===== config.mk =====
export PLATFORM = sky130hd
export DESIGN_NAME = add_round_key_stage
export DESIGN_NICKNAME = d
export VERILOG_FILES = /design/src/rtl/aes_pkg.sv /design/src/rtl/aes_skid_buf.sv /design/src/rtl/add_round_key_stage.sv
export SDC_FILE = /design/constraint.sdc
export NUM_CORES = 2
export LEC_CHECK = 0
export CAP_MARGIN = 10
export CORE_UTILIZATION = 45
export DETAILED_ROUTE_END_ITERATION = 8
export DONT_BUFFER_PORTS = 1
export PLACE_DENSITY_LB_ADDON = 0.1
export SLEW_MARGIN = 30
export SYNTH_ARGS = -nofsm -noshare
export SYNTH_HDL_FRONTEND = slang
export SYNTH_SLANG_ARGS = --single-unit

===== constraint.sdc =====
create_clock -name clk -period 5.7 [get_ports clk]
set_input_delay 0.855 -clock clk [delete_from_list [all_inputs] [get_ports clk]]
set_output_delay 0.855 -clock clk [all_outputs]
set_load 0.02 [all_outputs]

===== src/rtl/aes_pkg.sv =====
// Shared AES datapath constants and types used by the round stages.
package aes_pkg;

  localparam int unsigned AES_BLOCK_W = 128;
  localparam int unsigned AES_NR_128  = 10;
  localparam int unsigned AES_NR_192  = 12;
  localparam int unsigned AES_NR_256  = 14;

  // Wide enough for the largest key schedule (AES-256).
  localparam int unsigned AES_IDX_W = $clog2(AES_NR_256 + 1);

  typedef logic [AES_IDX_W-1:0] aes_round_idx_t;

endpackage


===== src/rtl/aes_skid_buf.sv =====
// Two-entry valid/ready skid buffer with a registered in_ready; payload is opaque.
module aes_skid_buf #(
  parameter int unsigned WIDTH = 132
) (
  input  logic             clk,
  input  logic             reset,
  input  logic             in_valid,
  output logic             in_ready,
  input  logic [WIDTH-1:0] in_data,
  output logic             out_valid,
  input  logic             out_ready,
  output logic [WIDTH-1:0] out_data
);

  logic             main_valid_q, main_valid_d;
  logic             skid_valid_q, skid_valid_d;
  logic             ready_q, ready_d;
  logic [WIDTH-1:0] main_q, main_d;
  logic [WIDTH-1:0] skid_q, skid_d;
  logic             accept;
  logic             main_free;

  assign accept    = in_valid && ready_q;
  assign main_free = !main_valid_q || out_ready;

  always_comb begin
    main_valid_d = main_valid_q;
    main_d       = main_q;
    skid_valid_d = skid_valid_q;
    skid_d       = skid_q;
    if (main_free) begin
      // A full skid implies in_ready was low, so no new beat competes with it.
      if (skid_valid_q) begin
        main_valid_d = 1'b1;
        main_d       = skid_q;
        skid_valid_d = 1'b0;
      end else if (accept) begin
        main_valid_d = 1'b1;
        main_d       = in_data;
      end else begin
        main_valid_d = 1'b0;
      end
    end else if (accept) begin
      skid_valid_d = 1'b1;
      skid_d       = in_data;
    end
    ready_d = !skid_valid_d;
  end

  always_ff @(posedge clk or negedge reset) begin
    if (!reset) begin
      main_valid_q <= 1'b0;
      skid_valid_q <= 1'b0;
      ready_q      <= 1'b1;
      main_q       <= '0;
      skid_q       <= '0;
    end else begin
      main_valid_q <= main_valid_d;
      skid_valid_q <= skid_valid_d;
      ready_q      <= ready_d;
      main_q       <= main_d;
      skid_q       <= skid_d;
    end
  end

  assign in_ready  = ready_q;
  assign out_valid = main_valid_q;
  assign out_data  = main_q;

endmodule


===== src/rtl/add_round_key_stage.sv =====
// AddRoundKey stage: holds the round-key schedule and XORs each beat with its selected key.
module add_round_key_stage
  import aes_pkg::*;
#(
  parameter int unsigned DATA_W = AES_BLOCK_W,
  parameter int unsigned NR     = AES_NR_128,
  parameter int unsigned IDX_W  = $clog2(NR + 1)
) (
  input  logic              clk,
  input  logic              reset,
  input  logic              key_wr_en,
  input  logic [IDX_W-1:0]  key_wr_idx,
  input  logic [DATA_W-1:0] key_wr_data,
  input  logic              in_valid,
  output logic              in_ready,
  input  logic [DATA_W-1:0] in_data,
  input  logic [IDX_W-1:0]  in_round,
  input  logic              in_inverse,
  output logic              out_valid,
  input  logic              out_ready,
  output logic [DATA_W-1:0] out_data,
  output logic [IDX_W-1:0]  out_round,
  output logic              err_idx
);

  localparam int unsigned      NKEYS  = NR + 1;
  localparam logic [IDX_W-1:0] NR_IDX = IDX_W'(NR);

  logic [DATA_W-1:0]       key_q [NKEYS];
  logic [DATA_W-1:0]       key_sel;
  logic [IDX_W-1:0]        eff_idx;
  logic                    round_oob;
  logic                    wr_oob;
  logic                    accept;
  logic                    err_q, err_d;
  logic [IDX_W+DATA_W-1:0] buf_in;
  logic [IDX_W+DATA_W-1:0] buf_out;

  assign accept    = in_valid && in_ready;
  assign round_oob = in_round > NR_IDX;
  assign wr_oob    = key_wr_idx > NR_IDX;
  assign eff_idx   = in_inverse ? (NR_IDX - in_round) : in_round;

  // Reads the pre-edge key file, so a same-cycle write is seen only by later beats.
  always_comb begin
    key_sel = '0;
    if (!round_oob) begin
      for (int i = 0; i < NKEYS; i++) begin
        if (eff_idx == IDX_W'(i)) begin
          key_sel = key_q[i];
        end
      end
    end
  end

  always_ff @(posedge clk or negedge reset) begin
    if (!reset) begin
      for (int i = 0; i < NKEYS; i++) begin
        key_q[i] <= '0;
      end
    end else if (key_wr_en && !wr_oob) begin
      for (int i = 0; i < NKEYS; i++) begin
        if (key_wr_idx == IDX_W'(i)) begin
          key_q[i] <= key_wr_data;
        end
      end
    end
  end

  always_comb begin
    err_d = err_q;
    if ((key_wr_en && wr_oob) || (accept && round_oob)) begin
      err_d = 1'b1;
    end
  end

  always_ff @(posedge clk or negedge reset) begin
    if (!reset) begin
      err_q <= 1'b0;
    end else begin
      err_q <= err_d;
    end
  end

  assign err_idx = err_q;
  assign buf_in  = {in_round, in_data ^ key_sel};

  aes_skid_buf #(
    .WIDTH(IDX_W + DATA_W)
  ) u_skid_buf (
    .clk      (clk),
    .reset    (reset),
    .in_valid (in_valid),
    .in_ready (in_ready),
    .in_data  (buf_in),
    .out_valid(out_valid),
    .out_ready(out_ready),
    .out_data (buf_out)
  );

  assign out_round = buf_out[IDX_W+DATA_W-1:DATA_W];
  assign out_data  = buf_out[DATA_W-1:0];

endmodule


==> metrics list <==
- Unrepaired setup endpoints after global routing: no
- Via count of the first global-routing pass: 61520
* Count of buffers inserted at the top-level ports: 0
* Initial antenna violation count: 2
* Transition time of the tightest slew-check pin: 1.036 ns
* Worst slack, placed: 1.187 ns
* Status: completed
- Summing all non-filler instances in the final layout gives an area of 0.09089 sq mm.
- Worst min-delay path class: primary input to register
- Power per unit of standard cell area: 390.6 mW/mm^2
* Global route overflow: 0
* Worst Setup Start Kind: primary input
* Total negative slack for setup checks: 0 ns
* Fin worst setup slack: 1.803 ns
- Die height: 428.7 microns
* Clock tree from TritonCTS: done
- Total global-route track usage: 29.70%
- Sorting the synthesized cells by area gives the leading types as dfrtp_1 (51%), mux2_2 (19%), nand2_1 (3.7%).
- Of all flip-flops after synthesis, the portion carrying an async set or reset was 100.0%.
- After technology mapping, the gate count stands at 7358.
* Number of enable-type register cells in the synthesized netlist: 0
- The first detailed-routing pass took 6 iterations.
- Final Hold Fails: 0
- CTS sink cnt: 1676
- Die span in x: 428.7 microns
- Count of pins on the block boundary: 405
- Relative to the synthesized area, the layout overhead comes to 10.95%.
- In the final routed layout, each cell accounts on average for 28.82 microns.
- Placeable core region: 0.1807 sq mm
- Timing would allow up to 256.6 MHz.
* Die Area: 0.1837 sq mm
- STA puts the critical path data required time at 6.62 ns.
- Clock tree synthesis selected as its root buffer the cell clkbuf_16.
- Row generation in the floorplan step produced 156 rows.
* Warning count from the yosys run: 0
- Top cell types by occurrence after synthesis: dfrtp_1 (1675), mux2_2 (1402), nand2_1 (817)
- The max-slew violation count came to 0.
- Category of the critical setup timing path: primary input to async pin
- Entering global routing, the biggest net connects 131 pins.
* Total number of H-tree levels: 4
* Global-route wire length before repair: 414300 microns
- Maximum root-to-sink buffer count: 3
- Max-cap violations in this run came to 0.
* Commonest register cell after synthesis: dfrtp_1
- LEAKAGE: 39.28 nW
- Cell with the most instances after synthesis: dfrtp_1
* Standard cell area after detailed placement: 0.08451 sq mm
- Sum of net half-perimeters after detailed placement: 161000 microns
* Syn Nets: 7630
- Period utilisation layout: 68.37%
* Worst setup EP type: async pin
- # Post-CTS Setup Buffers: 0
- The later pin in the worst-skew pair is clocked with a latency of 0.86 ns.
* Clock skew: 0.03299 ns
- The number of gates resized after CTS was 0.
- Starting Density: 45.32%
- For this run, design rule violations remaining after detail routing come to 0.
- The synthesized design spends more area on one cell type than any other, namely dfrtp_1.
* Arrival time at the worst endpoint: 4.81 ns
- Post-Syn Area per Cell: 11.13 sq um
- Vias post-DR: 60470
- Clock period minus worst slack: 3.897 ns
* Clock-pin slew on the worst setup and hold paths: 0.06 ns
- Final net count: 7272
- Fraction of layout cells with a size suffix above 1: 29.13%
- Largest voltage drop on the vdd net: 245.4 uV
- Endpoints failing setup: 0
- Sequential cell area fraction in the yosys report: 51.20%
- Number of buffers inserted during clock tree synthesis: 189
- Post-synth cell types: 72
- Placer's final routability congestion estimate: 0.8362
- Across all hold checks on the routed design, the worst slack comes to 0.1261 ns.
- DRC violation total after the first TritonRoute iteration: 5278
* Area share of the leading cell type in the synthesized netlist: 51.17%
- Antenna-violating nets left: 0
- The worst pin sits at a relative slew slack of 30.76%.
- Summed over all layers, the routed wires come to 274700 microns.
* Max FO, Critical Path: 118
- After detailed routing, the number of vias per cell comes to 6.345.
- Counting flops and latches in the post-synthesis netlist gives 1676.
- Combined area of all synthesized cells: 0.08192 sq mm
==> routing by layer <==
metal	share of wire, %	up-vias	wire length, microns	GRT usage [%]
li1	-	26280	-	-
met1	44	31720	121500	41.24
met2	46	2057	126700	47.19
met3	7.2	410	19850	5.945
met4	2.4	2	6672	8.173
met5	0.0047	-	13	0
==> flip-flops by register name, summed over array words and instances (netlist names) <==
name and count:
u_skid_buf.skid_q 132, u_skid_buf.skid_valid_q 1, u_skid_buf.in_ready 1, err_idx 1
u_skid_buf.out_data 132, u_skid_buf.out_valid 1, key_q 1408
==> worst paths after layout <==
path / startpoint / to / slack [ns] / cells after the start
worst max-delay path: reset / key_q[946]$_DFFE_PN0P_ / 1.80 / 8
worst min-delay path: in_round[2] / u_skid_buf.skid_q[130]$_DFFE_PN0P_ / 0.13 / 2
worst max register to register: u_skid_buf.out_valid$_DFFE_PN0P_ / u_skid_buf.skid_q[76]$_DFFE_PN0P_ / 2.43 / 6
worst min register to register: u_skid_buf.skid_q[127]$_DFFE_PN0P_ / u_skid_buf.skid_q[127]$_DFFE_PN0P_ / 0.48 / 2
max in group clk: in_round[0] / u_skid_buf.out_data[107]$_DFFE_PN0P_ / 1.98 / 10
min in group asynchronous: reset / key_q[1293]$_DFFE_PN0P_ / 0.75 / 2
==> cell families (layout without fill, tap and decap cells) <==
group | after synthesis | after routing | share of synthesized area [%]
buffers and inverters | 749 | 549 | 3.634
and+or+nand+nor | 1681 | 1681 | 9.454
muxes | 1440 | 1440 | 19.75
AOI/OAI and AO/OA | 1754 | 1754 | 15.33
adders and majority gates | 2 | 2 | 0.03054
other | 0 | 2 | 0
xor gates and xnor gates | 56 | 56 | 0.5987
DFF | 1676 | 1676 | 51.20
==> power breakdown <==
group	internal (W)	switching, W
Clock	0.00727	0.00512
Sequential	0.0149	0.00210
Combinational	0.00310	0.00305
==> what timing repair did <==
item                                   in CTS  in global routing
hold buffers                                2                  0
setup endpoints to repair                   0                  0
endpoints found under the hold margin     216                  0
==> critical path, stage by stage <==
cell           delay [ns]
dlygate4sd3_1        0.67
buf_16               0.52
buf_16               0.34
buf_16               0.39
buf_16               0.32
buf_16               0.31
buf_16               0.45
buf_16               0.48
==> layout by cell type (no fill, tap or decap), drive strengths merged, types with 13 or more instances in the layout <==
cell | Yosys | routed
a211o | 74 | 74
a211oi | 183 | 183
a21o | 86 | 86
a21oi | 354 | 354
a221oi | 14 | 14
a22oi | 28 | 28
a2bb2oi | 90 | 90
a311o | 89 | 89
a31oi | 49 | 49
and3 | 120 | 120
buf | 106 | 177
clkbuf | 621 | 300
clkinv | 0 | 32
dfrtp | 1675 | 1675
inv | 22 | 29
mux2 | 1402 | 1402
mux2i | 38 | 38
nand2 | 817 | 817
nand2b | 14 | 14
nand3 | 216 | 216
nor2 | 237 | 237
nor2b | 17 | 17
nor3 | 70 | 70
nor4b | 75 | 75
o21a | 94 | 94
o21ai | 356 | 356
o221a | 149 | 149
o221ai | 21 | 21
o22a | 13 | 13
o22ai | 31 | 31
o2bb2ai | 22 | 22
o311a | 13 | 13
o311ai | 15 | 15
o32ai | 20 | 20
or3 | 88 | 88
xnor2 | 40 | 40
xor2 | 16 | 16
==> stage by stage <==
step / total power, W / cells / util (%)
3_5_place_dp: 0.02327 / 9177 / 46.76
4_1_cts: 0.03573 / 9528 / 50.28
3_3_place_gp: 0.02293 / 9160 / 46.50
5_1_grt: 0.03717 / 9529 / 50.29
6_report: 0.03550 / 9530 / 50.29
2_1_floorplan: 0.02120 / 7358 / -
==> area by class of cell <==
class                           count  area (sq um)
Antenna cell                        2         5.005
Clock buffer                      300          5791
Clock inverter                     49         539.3
Fill cell                       16060         89850
Inverter                           22         90.09
Multi-Input combinational cell   4933         37320
Sequential cell                  1676         41950
Tap cell                         2370          2965
Timing Repair Buffer              178          2231
Power figures use the tool's default switching activity.
